==> src/rtl/sram_arb_pkg.sv <==
// Shared definitions for the SRAM arbiter: owner-state encoding and the
// default SRAM word-address width.
package sram_arb_pkg;

  localparam int ADDR_W_DEF = 19;

  // Which access the SRAM bus is carrying in the current cycle.
  typedef enum logic [1:0] {
    IDLE   = 2'd0,
    VID_RD = 2'd1,
    CPU_RD = 2'd2,
    CPU_WR = 2'd3
  } owner_e;

endpackage

==> src/rtl/sram_arbiter.sv <==
// Single-port SRAM arbiter between video scanout (read-only) and a CPU.
// One request is accepted per cycle, the SRAM access runs in the following
// cycle from registered pins, and read data returns one cycle after that.
// Video has priority, except that a CPU denied STARVE_MAX cycles in a row
// is given the next slot.
module sram_arbiter
  import sram_arb_pkg::*;
#(
  parameter int ADDR_W     = ADDR_W_DEF,
  parameter int STARVE_MAX = 8
) (
  input  logic              clk_core,
  input  logic              reset,
  // video scanout port
  input  logic              vid_req,
  input  logic [ADDR_W-1:0] vid_addr,
  output logic              vid_ack,
  output logic              vid_rvalid,
  output logic [15:0]       vid_rdata,
  // CPU port
  input  logic              cpu_req,
  input  logic              cpu_we,
  input  logic [ADDR_W-1:0] cpu_addr,
  input  logic [15:0]       cpu_wdata,
  input  logic [1:0]        cpu_be,
  output logic              cpu_ack,
  output logic              cpu_rvalid,
  output logic [15:0]       cpu_rdata,
  // SRAM pins
  output logic [ADDR_W-1:0] sram_a,
  output logic              sram_wr,
  output logic [1:0]        sram_be_n,
  output logic [15:0]       host_to_sram,
  input  logic [15:0]       sram_to_host
);

  localparam int                CNT_W      = $clog2(STARVE_MAX + 1);
  localparam logic [CNT_W-1:0]  STARVE_LIM = CNT_W'(STARVE_MAX);

  owner_e            state, state_nxt;
  logic [CNT_W-1:0]  starve_cnt;
  logic              cpu_wins;

  logic [ADDR_W-1:0] a_nxt;
  logic              wr_nxt;
  logic [1:0]        be_n_nxt;
  logic [15:0]       wdata_nxt;

  logic              vid_rvalid_q, cpu_rvalid_q;
  logic [15:0]       vid_rdata_q, cpu_rdata_q;

  // Arbitration: video wins a tie unless the CPU has been starved to the limit.
  always_comb begin
    cpu_wins = cpu_req && (!vid_req || (starve_cnt == STARVE_LIM));
    cpu_ack  = !reset && cpu_wins;
    vid_ack  = !reset && vid_req && !cpu_wins;
  end

  // Next owner and SRAM pin values for the access cycle after an accept.
  always_comb begin
    // NOTE: every output gets a default first so no path leaves it unassigned,
    // which would otherwise infer a latch.
    state_nxt = IDLE;
    a_nxt     = sram_a;          // address holds while idle
    wr_nxt    = 1'b0;
    be_n_nxt  = 2'b11;           // no lanes driven while idle
    wdata_nxt = host_to_sram;
    if (vid_ack) begin
      state_nxt = VID_RD;
      a_nxt     = vid_addr;
      be_n_nxt  = 2'b00;
    end else if (cpu_ack) begin
      a_nxt = cpu_addr;
      if (cpu_we) begin
        state_nxt = CPU_WR;
        wr_nxt    = 1'b1;
        be_n_nxt  = ~cpu_be;     // be=00 still runs a cycle, just with no lanes
        wdata_nxt = cpu_wdata;
      end else begin
        state_nxt = CPU_RD;
        be_n_nxt  = 2'b00;
      end
    end
  end

  // Owner state and registered SRAM pins, valid for exactly the access cycle.
  always_ff @(posedge clk_core) begin
    // NOTE: sequential state uses non-blocking assignments so every register
    // samples pre-edge values regardless of block ordering.
    if (reset) begin
      state        <= IDLE;
      sram_a       <= '0;
      sram_wr      <= 1'b0;
      sram_be_n    <= 2'b11;
      host_to_sram <= '0;
    end else begin
      state        <= state_nxt;
      sram_a       <= a_nxt;
      sram_wr      <= wr_nxt;
      sram_be_n    <= be_n_nxt;
      host_to_sram <= wdata_nxt;
    end
  end

  // Starvation counter: counts consecutive CPU denials, saturating at the limit.
  always_ff @(posedge clk_core) begin
    if (reset) begin
      starve_cnt <= '0;
    end else if (cpu_req && !cpu_ack) begin
      if (starve_cnt != STARVE_LIM) starve_cnt <= starve_cnt + 1'b1;
    end else begin
      starve_cnt <= '0;
    end
  end

  // Read return stage: capture SRAM data at the end of the access cycle.
  always_ff @(posedge clk_core) begin
    if (reset) begin
      vid_rvalid_q <= 1'b0;
      cpu_rvalid_q <= 1'b0;
      vid_rdata_q  <= '0;
      cpu_rdata_q  <= '0;
    end else begin
      vid_rvalid_q <= (state == VID_RD);
      cpu_rvalid_q <= (state == CPU_RD);
      if (state == VID_RD) vid_rdata_q <= sram_to_host;
      if (state == CPU_RD) cpu_rdata_q <= sram_to_host;
    end
  end

  // Return outputs are blanked while reset is high so a read in flight when
  // reset arrives can never present valid data, even in the reset cycle itself.
  always_comb begin
    vid_rvalid = vid_rvalid_q && !reset;
    cpu_rvalid = cpu_rvalid_q && !reset;
    vid_rdata  = reset ? 16'h0000 : vid_rdata_q;
    cpu_rdata  = reset ? 16'h0000 : cpu_rdata_q;
  end

endmodule

==> config.mk <==
export PLATFORM = sky130hd
export DESIGN_NAME = sram_arbiter
export DESIGN_NICKNAME = d
export VERILOG_FILES = /design/src/rtl/sram_arb_pkg.sv /design/src/rtl/sram_arbiter.sv
export SDC_FILE = /design/constraint.sdc
export NUM_CORES = 1
export LEC_CHECK = 0
export CORE_UTILIZATION = 41
export CTS_CLUSTER_SIZE = 25
export DETAILED_ROUTE_END_ITERATION = 10
export GPL_ROUTABILITY_DRIVEN = 0
export PLACE_DENSITY = 0.76
export SLEW_MARGIN = 0
export SYNTH_ARGS = -nofsm -noshare
export SYNTH_HDL_FRONTEND = slang
export SYNTH_SLANG_ARGS = --single-unit
==> constraint.sdc <==
create_clock -name clk_core -period 2.2 [get_ports clk_core]
set_input_delay 0.44 -clock clk_core [delete_from_list [all_inputs] [get_ports clk_core]]
set_output_delay 0.44 -clock clk_core [all_outputs]
set_load 0.02 [all_outputs]
Yosys cells after proc, flatten, opt, wreduce, memory -nomap -nowiden
Cells that the tools add are included.
- register bits: 78
- output and inout bits: 74
- logic and storage cells: 47
- $add $sub $neg: 1
- eq/ne operators: 4
- multiplexer cells: 11
- bitwise gates (word level): 4
- reductions and logical operators: 16
- operators with widths (operator ; number):
    $mux 19 ; 2
    $mux 16 ; 2
    $logic_and 1x1->1 ; 7
    $mux 2 ; 3
    $add 4x1->4 const B ; 1
    $eq 4x4->1 const B ; 1
    $logic_not 1->1 ; 4
    $mux 1 ; 4
    $ne 4x4->1 const B ; 1
    $not 1->1 ; 3
    $reduce_and 3->1 ; 1
    $reduce_or 3->1 ; 1
    $eq 2x1->1 const B ; 1
    $eq 2x2->1 const B ; 1
    $not 2->2 ; 1
    $reduce_bool 2->1 ; 1
    $reduce_or 2->1 ; 1
    $logic_or 1x1->1 ; 1

Logic depth before layout (Yosys ltp)
Gate-level depths: netlist (run 1).
- word-level depth: 8
- gate-level depth with buffers: 7

Worst setup path before layout (run 1)
OpenSTA, ideal clock, no wires.
- path type: input port to output port
- start point: in reset
- end point: out cpu_rvalid
- data arrival time: 1290 ps
- required time: 1760 ps
- path slack: 470 ps
- stages on the path: 4
- path buffers: 3
- cell sequence: buf_2 clkbuf_1 clkbuf_1 nor2b_1
- word-level cells in the longest chain between the ends: 2
- ends and longest elaborated chain (element ; line ; RTL):
    start: declaration ; sram_arbiter.sv:13 ; input logic reset,
    $logic_not 1->1 ; sram_arbiter.sv:135 ; cpu_rvalid = cpu_rvalid_q && !reset;
    $logic_and 1x1->1 ; sram_arbiter.sv:135 ;
    end: declaration ; sram_arbiter.sv:27 ; output logic cpu_rvalid,
No other way between the ends.

Worst setup path after layout (run 1)
- start point: in reset
- end point: out cpu_rdata[7]
- word-level cells in the longest chain between the ends: 1
- ends and longest elaborated chain (element ; line ; RTL):
    $mux 16 ; sram_arbiter.sv:137 ; cpu_rdata = reset ? 16'h0000 : cpu_rdata_q;
    end: declaration ; sram_arbiter.sv:28 ; output logic [15:0] cpu_rdata,
No other way between the ends.

==> impl_metrics.csv, run 1 <==
group,metric,value,unit
run_status,status,"finished, final reports clean",
placement,dpl.hpwl,5890,microns
cells_and_area,area_delta_synth_final,56.7,%
floorplanning,die_area,8120,sq um
worst_setup_path,r2r_start,"starve_cnt[0]$_SDFFE_PP0N_",
global_route,grt_use_total,20.8,%
synthesis,syn_avg_cell_area,10.2,sq um
power_and_ir_drop,leakagePower,1.93,nW
drt,wl_met1,3640,microns
drt,wire_per_inst,14.9,microns
synthesis,synth-seq-cells,78,
timing,tightest_slew,0.416,ns
power_and_ir_drop,p_per_area,635,nW/um^2
placement,place_area,4810,sq um
timing,fmax,482,MHz
drt,drt_pass1_iterations,4,
clock_network,cts_buffers,9,
synthesis,synthFlopType,"dfxtp_1",
clock_network,root_buffer,"clkbuf_8",
synthesis,seq_area_frac_synth,49.1,%
worst_setup_path,cp-start-kind,"input pin",
clock_network,cts_sinks,78,
worst_setup_path,max_stage_delay,0.65,ns
cells_and_area,fillers,608,
clock_network,path_clk_slew,0.08,ns
power_and_ir_drop,p_int,0.00230,W
clock_network,cts_resized,2,
global_route,antenna_found_initial,0,
floorplanning,dieWidth,90.1,microns
drt,drtIter0Drc,86,
drt,wl_met2,3980,microns
global_route,grt_pass1_wl,13700,microns
synthesis,synth_cell_types,29,
timing,rsz0062_at_grt,"false",
floorplanning,num_rows,31,
placement,numPortBuffers,150,
timing,fin_skew,0.00676,ns
drt,finalWirelength,8440,microns
synthesis,synth.most_common_cell,"dfxtp_1",
worst_setup_path,rr_worst_depth,6,
synthesis,yosys-top-cells-count,"78 x dfxtp_1, 51 x nor2b_1, 32 x o22a_1",
clock_network,clockBufferDepth,2,
drt,vias_per_cell,5.13,
power_and_ir_drop,switching_share,27.6,%
cells_and_area,fin_nets,540,
floorplanning,core,7370,sq um
cells_and_area,stdcell_count,565,
clock_network,hold_buffers,0,
worst_setup_path,path_cells,"buf_2, buf_12, nor2b_1, clkdlybuf4s50_1",
power_and_ir_drop,pwr-share-comb,20.4,%
floorplanning,start_util,43.2,%
min_path,hold_end,"starve_cnt[0]$_SDFFE_PP0N_",
power_and_ir_drop,pwr-share-seq,48.7,%
synthesis,synth_area,3180,sq um
synthesis,synth_top_area_cell,"dfxtp_1",
min_path,hold_path_class,"flop to flop",
timing,min_period_over_period,94.4,%
global_route,grt.overflow.total,0,
worst_setup_path,arrival,1.64,ns
power_and_ir_drop,peakVddDrop,0.000420,V
synthesis,yosysWarnings,0,
drt,wl_met3,613,microns
floorplanning,num_io_pins,151,
global_route,grt_pass1_vias,2911,
min_path,hold_depth,1,
cells_and_area,fin_area,4990,sq um
power_and_ir_drop,pwr-share-clk,30.9,%
clock_network,cts_setup_buffers,0,
power_and_ir_drop,switchingPower,0.000873,W
worst_setup_path,required,1.76,ns
drt,vias,2897,
synthesis,synthArstFlopShare,0,%
power_and_ir_drop,p_total,0.00317,W
timing,slew_headroom,72.2,%
run,cap_violations,0,
synthesis,syn-num-nets,392,
clock_network,clkLatencyLatePin,0.34,ns
clock_network,cts_tree,"yes",
timing,period_minus_slack,2.08,ns
worst_setup_path,worstSetupEndpointType,"output port",
min_path,worstHoldStart,"starve_cnt[0]$_SDFFE_PP0N_",
clock_network,htreeDepth,3,
worst_setup_path,rrSetupSlack,0.56,ns
global_route,grt_max_degree,47,
floorplanning,dieHeight,90.1,microns
drt,top_layer_used,"met4",
placement,dp.cells,549,
timing,finalHoldViolCount,0,
drt,remaining_drc_errors,0,
drt,ant_nets,0,
synthesis,syn_inst,313,
worst_setup_path,reg2reg_to,"host_to_sram[10]$_SDFFE_PP0P_",
synthesis,synth.top_cell.area_share,49.1,%
timing,hold_ws,0.467,ns
cells_and_area,antennaDiodeCount,0,
timing,finalMaxSlewViolations,0,
cells_and_area,drive_above_1_share,10.7,%
worst_setup_path,cp_slowest_cell,"clkdlybuf4s50_1",
worst_setup_path,crit_type,"input pin to output port",
synthesis,synth_enable_flop_cells,0,
timing,finalSetupViolations,0,
worst_setup_path,critPathMaxFanout,46,
synthesis,synth.top_cells.by_area,"dfxtp_1 49%, nor2b_1 10%, o22a_1 8.8%",
power groups by stage:
stage	Sequential [W]	Combinational (W)	Clock, W
2_1_floorplan	0.00164	0.000233	0
3_5_place_dp	0.00158	0.000650	0
6_report	0.00154	0.000647	0.000978
3_3_place_gp	0.00157	0.000643	0
4_1_cts	0.00154	0.000652	0.00101
5_1_grt	0.00156	0.000687	0.00108
cells by family (layout without fill, tap and decap cells):
logic type	Yosys count	in the layout	synth area share, %
mux	16	16	6.61
simple gates	121	121	22.7
xor+xnor	1	1	0.275
compound gates	61	61	15.5
buf+inv	34	187	5.03
fa+ha+maj	2	2	0.786
flops	78	78	49.1
cell type report:
| cell class | count | area, sq um | area share [%] |
|---|---|---|---|
| Inverter | 7 | 26.3 | 0.527 |
| Multi-Input combinational cell | 201 | 1460 | 29.3 |
| Sequential cell | 78 | 1560 | 31.3 |
| Clock inverter | 7 | 58.8 | 1.18 |
| Tap cell | 99 | 124 | 2.48 |
| Clock buffer | 9 | 124 | 2.48 |
| Timing Repair Buffer | 164 | 1630 | 32.7 |
layout by cell type, fill, tap and decap left out, drive strengths merged:
master and instances:
clkinvlp 2, ha 2, xor2 1, o311a 2
dfxtp 78, o211ai 17, mux2 16, a21oi 5
clkinv 3, o21bai 1, and2 1, o21ba 1
nand3 18, nand2 18, clkbuf 10, nand2b 4
nand3b 21, or2b 1, nor2b 51, nand4b 2
a211o 1, dlygate4sd2 1, inv 9, clkdlybuf4s50 147
nor2 5, buf 15, o22a 32, o31ai 2
registers in the layout (all words and copies together) (netlist names):
| register | count |
|---|---|
| vid_rdata_q | 16 |
| sram_be_n | 2 |
| cpu_rvalid_q | 1 |
| sram_wr | 1 |
| starve_cnt | 4 |
| vid_rvalid_q | 1 |
| cpu_rdata_q | 16 |
| sram_a | 19 |
| host_to_sram | 16 |
| state | 2 |
metrics by stage:
stage / util [%] / setup TNS, ns / worst slack (ns)
after floorplan: - / 0 / 0.470
after CTS: 67.7 / 0 / 0.0396
after detailed placement: 65.3 / -0.224 / -0.161
after global placement: 65.3 / -0.213 / -0.163
after global routing: 67.7 / 0 / 0.0745
final: 67.7 / 0 / 0.124
how the worst max path moves through the flow:
| stage | from | endpoint | depth (start not counted) | slack [ns] |
|---|---|---|---|---|
| 6_report | reset | cpu_rdata[7] | 4 | 0.12 |
| 5_1_grt | reset | cpu_rdata[15] | 4 | 0.07 |
| 4_1_cts | starve_cnt[0]$_SDFFE_PP0N_ | vid_ack | 5 | 0.04 |
| 3_5_place_dp | vid_req | vid_ack | 4 | -0.16 |
| 3_3_place_gp | vid_req | vid_ack | 4 | -0.16 |
| 2_1_floorplan | reset | cpu_rvalid | 4 | 0.47 |
critical path: cells and delay by family:
kind / cells / cell delay, ns
buf+inv: 3 / 0.97
simple gates: 1 / 0.19
routing by layer:
metal	global-route usage, %	up-vias
li1	-	1392
met1	24.8	1377
met4	9.41	0
met5	0	-
met2	34.7	113
met3	5.67	15
Power figures use the tool's default switching activity.
==> run 2: changes to the inputs <==
- CORE_UTILIZATION: 41 -> 30
- PLACE_DENSITY: 0.76 -> 0.58
==> run 2 against run 1 <==
Net effect:
- global-route usage shrank 3.9 points
- clock skew grew 0.0051 ns
- critical path depth is the same
- sequential cell count is the same
- non-clock buffer count grew 4
- combinational power grew 0.8%
- cell count grew 6.9%
- core utilization shrank 19 points
- routed wire length grew 8.9%
- register-to-register slack lost 0.09 ns
==> impl_metrics.csv, run 2 (synthesis results as in run 1) <==
group,metric,value,unit
power_and_ir_drop,switching_share,24.9,%
power_and_ir_drop,pwr-share-comb,19.6,%
worst_setup_path,critPathMaxFanout,35,
drt,vias_per_cell,4.72,
power_and_ir_drop,pwr-share-clk,34.2,%
clock_network,clockBufferDepth,2,
timing,fin_skew,0.0118,ns
cells_and_area,final_cell_mix,"147 x clkdlybuf4s50_1, 78 x dfxtp_1, 51 x nor2b_1",
min_path,hold_path_class,"flop to flop",
floorplanning,core,10300,sq um
power_and_ir_drop,p_per_area,657,nW/um^2
worst_setup_path,cp-start-kind,"input pin",
cells_and_area,regArea,1560,sq um
global_route,antenna_found_initial,0,
floorplanning,die_area,11000,sq um
timing,rsz0062_at_grt,"false",
drt,drtIter0Drc,92,
floorplanning,dieHeight,105,microns
cells_and_area,fin_nets,544,
worst_setup_path,cp.buffers_inverters,3,
power_and_ir_drop,pwr-share-seq,46.3,%
timing,period_minus_slack,2.08,ns
clock_network,cts_buffers,9,
global_route,grt.overflow.total,0,
clock_network,cts_setup_buffers,0,
drt,remaining_drc_errors,0,
run_status,status,"finished, final reports clean",
worst_setup_path,worstSetupEndpointType,"output port",
timing,min_period_over_period,94.6,%
cells_and_area,multi_input_area,1460,sq um
cells_and_area,antennaDiodeCount,0,
power_and_ir_drop,switchingPower,0.000830,W
floorplanning,dieWidth,105,microns
drt,ant_nets,0,
placement,place_ws,-0.142,ns
cells_and_area,fillers,965,
cells_and_area,largest_reg_flops,19,
drt,finalWirelength,9190,microns
cells_and_area,area_delta_synth_final,59.5,%
timing,hold_ws,0.487,ns
global_route,grt_max_degree,36,
timing,finalMaxSlewViolations,0,
timing,finalHoldViolCount,0,
power_and_ir_drop,p_total,0.00333,W
clock_network,htreeDepth,3,
worst_setup_path,crit_type,"input pin to output port",
clock_network,clkLatencyLatePin,0.34,ns
floorplanning,num_rows,37,
global_route,grt_use_total,16.9,%
power_and_ir_drop,leakagePower,1.96,nW
timing,tightest_slew,0.660,ns
floorplanning,start_util,30.8,%
timing,fmax,480,MHz
worst_setup_path,arrival,1.64,ns
clock_network,root_buffer,"clkbuf_8",
timing,finalSetupViolations,0,
worst_setup_path,path_cells,"buf_2, buf_12, nor2b_1, clkdlybuf4s50_1",
drt,wire_per_inst,15.2,microns
power_and_ir_drop,peakVddDrop,0.000316,V
worst_setup_path,cp_slowest_cell,"clkdlybuf4s50_1",
worst_setup_path,max_stage_delay,0.65,ns
clock_network,cts_tree,"yes",
timing,slew_headroom,55.9,%
run,cap_violations,0,
clock_network,cts_sinks,78,
cells_and_area,final_common_cell,"clkdlybuf4s50_1",
timing,layout_setup_ws,0.118,ns
placement,dpl.hpwl,6320,microns
drt,drt_pass1_iterations,4,
power_and_ir_drop,p_int,0.00250,W
floorplanning,num_io_pins,151,
global_route,grt_pass1_vias,2720,
cells_and_area,regMostFlops,"sram_a",
clock_network,hold_buffers,0,
clock_network,path_clk_slew,0.07,ns
cells_and_area,drive_above_1_share,10.7,%
global_route,grt_pass1_wl,14600,microns
placement,numPortBuffers,150,
drt,vias,2853,
worst_setup_path,required,1.76,ns
worst_setup_path,cp_top_family,"buffers and inverters",
## run 2: worst paths after layout
kind / start / endpoint / slack, ns / depth (start not counted)
max: reset / vid_rdata[2] / 0.12 / 4
min: starve_cnt[0]$_SDFFE_PP0N_ / starve_cnt[0]$_SDFFE_PP0N_ / 0.49 / 1
max reg2reg: starve_cnt[0]$_SDFFE_PP0N_ / host_to_sram[9]$_SDFFE_PP0P_ / 0.47 / 7
min reg2reg: starve_cnt[0]$_SDFFE_PP0N_ / starve_cnt[0]$_SDFFE_PP0N_ / 0.49 / 1
## run 2: what timing repair did
action                                  4_1_cts  5_1_grt
endpoints found under the setup margin        2        1
endpoints found under the hold margin         0        0
resized for setup                             2        1
## run 2: cell type report
cell class              count  share of cell area, %
repair buffers            168                   32.6
flip-flops and latches     78                   30.8
inverters                   7                  0.518
clock inverters             4                   1.45
well taps                 136                   3.35
multi-input cells         201                   28.8
clock buffers              10                   2.51
## run 2: through the flow
step / utilization (%) / cell area [sq um] / cells / TNS [ns]
global route: 49.2 / 5070 / 604 / 0
global placement: 47.2 / 4870 / 590 / -0.140
CTS: 49.1 / 5070 / 604 / 0
detailed placement: 47.2 / 4870 / 590 / -0.174
floorplan: - / 3180 / 313 / 0
finish: 49.2 / 5070 / 604 / 0
## run 2: metal layers
layer | up-vias | part of all wire, % | track usage [%]
met2 | 114 | 44 | 26.3
met1 | 1338 | 47 | 22.0
met4 | 0 | 1.3 | 6.64
li1 | 1392 | - | -
met5 | - | 0 | 0
met3 | 9 | 7.8 | 4.80
## run 2: power by group through the flow
stage / clock network, W / registers [W] / logic [W]
after global placement: 0 / 0.00157 / 0.000654
after floorplan: 0 / 0.00164 / 0.000233
after CTS: 0.00120 / 0.00154 / 0.000657
final: 0.00114 / 0.00154 / 0.000652
after global routing: 0.00126 / 0.00155 / 0.000695
after detailed placement: 0 / 0.00158 / 0.000654
==> run 3: changes to the inputs <==
- SKIP_CTS_REPAIR_TIMING: unset -> 1
==> run 3 against run 2 <==
Net effect:
- clock power about the same
- first-iteration DRC count stayed put
- via count decreased by 0.28%
- setup slack unchanged
==> impl_metrics.csv, run 3 (synthesis results as in run 1) <==
group,metric,value,unit
cells_and_area,stdcell_count,604,
cells_and_area,final_util,49.2,%
min_path,hold_path_class,"flop to flop",
drt,remaining_drc_errors,0,
global_route,grt_max_degree,36,
run_status,status,"finished, final reports clean",
cells_and_area,final_cell_mix,"147 x clkdlybuf4s50_1, 78 x dfxtp_1, 51 x nor2b_1",
placement,dpl.hpwl,6320,microns
cells_and_area,multi_input_area,1460,sq um
worst_setup_path,crit_type,"input pin to output port",
drt,finalWirelength,9190,microns
clock_network,cts_sinks,78,
clock_network,clockBufferDepth,2,
placement,dp.cells,590,
worst_setup_path,cp_slowest_cell,"clkdlybuf4s50_1",
timing,fmax,480,MHz
cells_and_area,drive_above_1_share,10.7,%
floorplanning,core,10300,sq um
worst_setup_path,rr_worst_depth,7,
cells_and_area,area_delta_synth_final,59.7,%
global_route,grt_use_total,16.9,%
clock_network,cts_tree,"yes",
global_route,grt_pass1_vias,2720,
timing,min_period_over_period,94.6,%
drt,drt_pass1_iterations,4,
worst_setup_path,rrSetupSlack,0.47,ns
cells_and_area,regMostFlops,"sram_a",
clock_network,clkLatencyLatePin,0.34,ns
timing,fin_skew,0.0118,ns
cells_and_area,antennaDiodeCount,0,
worst_setup_path,path_cells,"buf_2, buf_12, nor2b_1, clkdlybuf4s50_1",
timing,slew_headroom,55.9,%
clock_network,root_buffer,"clkbuf_8",
timing,finalMaxSlewViolations,0,
worst_setup_path,max_stage_delay,0.65,ns
drt,wire_per_inst,15.2,microns
clock_network,cts_buffers,9,
floorplanning,die_area,11000,sq um
placement,place_area,4870,sq um
drt,vias,2845,
min_path,hold_end,"starve_cnt[0]$_SDFFE_PP0N_",
timing,period_minus_slack,2.08,ns
timing,hold_ws,0.487,ns
cells_and_area,fin_area,5080,sq um
timing,tightest_slew,0.660,ns
worst_setup_path,cp-start-kind,"input pin",
worst_setup_path,worstSetupEndpointType,"output port",
cells_and_area,fillers,964,
min_path,hold_depth,1,
timing,rsz0062_at_grt,"false",
cells_and_area,final_common_cell,"clkdlybuf4s50_1",
global_route,grt_pass1_wl,14600,microns
power_and_ir_drop,p_total,0.00333,W
cells_and_area,largest_reg_flops,19,
global_route,antenna_found_initial,0,
worst_setup_path,arrival,1.64,ns
power_and_ir_drop,p_per_area,656,nW/um^2
worst_setup_path,cp.buffers_inverters,3,
placement,numPortBuffers,150,
min_path,worstHoldStart,"starve_cnt[0]$_SDFFE_PP0N_",
run,cap_violations,0,
cells_and_area,fin_nets,544,
timing,finalSetupViolations,0,
worst_setup_path,critPathMaxFanout,35,
worst_setup_path,r2r_start,"starve_cnt[0]$_SDFFE_PP0N_",
floorplanning,dieHeight,105,microns
global_route,grt.overflow.total,0,
clock_network,htreeDepth,3,
floorplanning,dieWidth,105,microns
cells_and_area,regArea,1560,sq um
timing,finalHoldViolCount,0,
worst_setup_path,required,1.76,ns
worst_setup_path,cp_top_family,"buffers and inverters",
drt,vias_per_cell,4.71,
drt,drtIter0Drc,92,
power_and_ir_drop,peakVddDrop,0.000316,V
floorplanning,num_io_pins,151,
clock_network,path_clk_slew,0.07,ns
worst_setup_path,reg2reg_to,"host_to_sram[9]$_SDFFE_PP0P_",
power_and_ir_drop,leakagePower,1.99,nW
drt,ant_nets,0,
floorplanning,start_util,30.8,%
floorplanning,num_rows,37,
==> run 3: cell types whose count changed in the layout (fill, tap and decap cells not counted), sizes merged <==
cell           delta
dlymetal6s2s      +2
clkdlybuf4s15     -1
dlygate4sd2       -1
==> run 3: per-stage QoR <==
stage / setup WS (ns) / TNS, ns
floorplan: 0.470 / 0
global placement: -0.140 / -0.140
global route: 0.0645 / 0
detailed placement: -0.142 / -0.174
finish: 0.118 / 0
CTS: -0.208 / -0.388
==> run 3: report_power, final <==
| group | switching [W] | internal (W) | total (W) |
|---|---|---|---|
| sequential | 0.0000332 | 0.00151 | 0.00154 |
| clock | 0.000511 | 0.000628 | 0.00114 |
| combinational | 0.000286 | 0.000366 | 0.000652 |
==> run 3: how the worst max path moves through the flow <==
stage	start	to	slack [ns]	depth (start not counted)
2_1_floorplan	reset	cpu_rvalid	0.47	4
3_3_place_gp	vid_req	vid_ack	-0.14	4
3_5_place_dp	vid_req	vid_ack	-0.14	4
4_1_cts	starve_cnt[0]$_SDFFE_PP0N_	vid_ack	-0.21	5
5_1_grt	reset	vid_rdata[3]	0.06	4
6_report	reset	vid_rdata[2]	0.12	4
==> run 3: final cells by class <==
type | instances | area share (%)
inverters | 7 | 0.517
clock inverters | 4 | 1.45
multi-input cells | 201 | 28.7
repair buffers | 168 | 32.7
well taps | 136 | 3.35
clock buffers | 10 | 2.51
flip-flops and latches | 78 | 30.7
==> run 3: metal layers <==
layer / up-vias / global-route usage (%) / share of wire, %
li1: 1392 / - / -
met1: 1334 / 22.0 / 47
met2: 110 / 26.3 / 44
met3: 9 / 4.80 / 7.7
met4: 0 / 6.64 / 1.3
met5: - / 0 / 0
==> run 3: worst reg2reg max path, cell delays in order, from the launching register on <==
cell and delay, ns:
dfxtp_1 0.34, inv_1 0.06, ha_1 0.17, buf_4 0.13, nand3b_4 0.09, a211o_1 0.35
buf_12 0.18, mux2_4 0.30
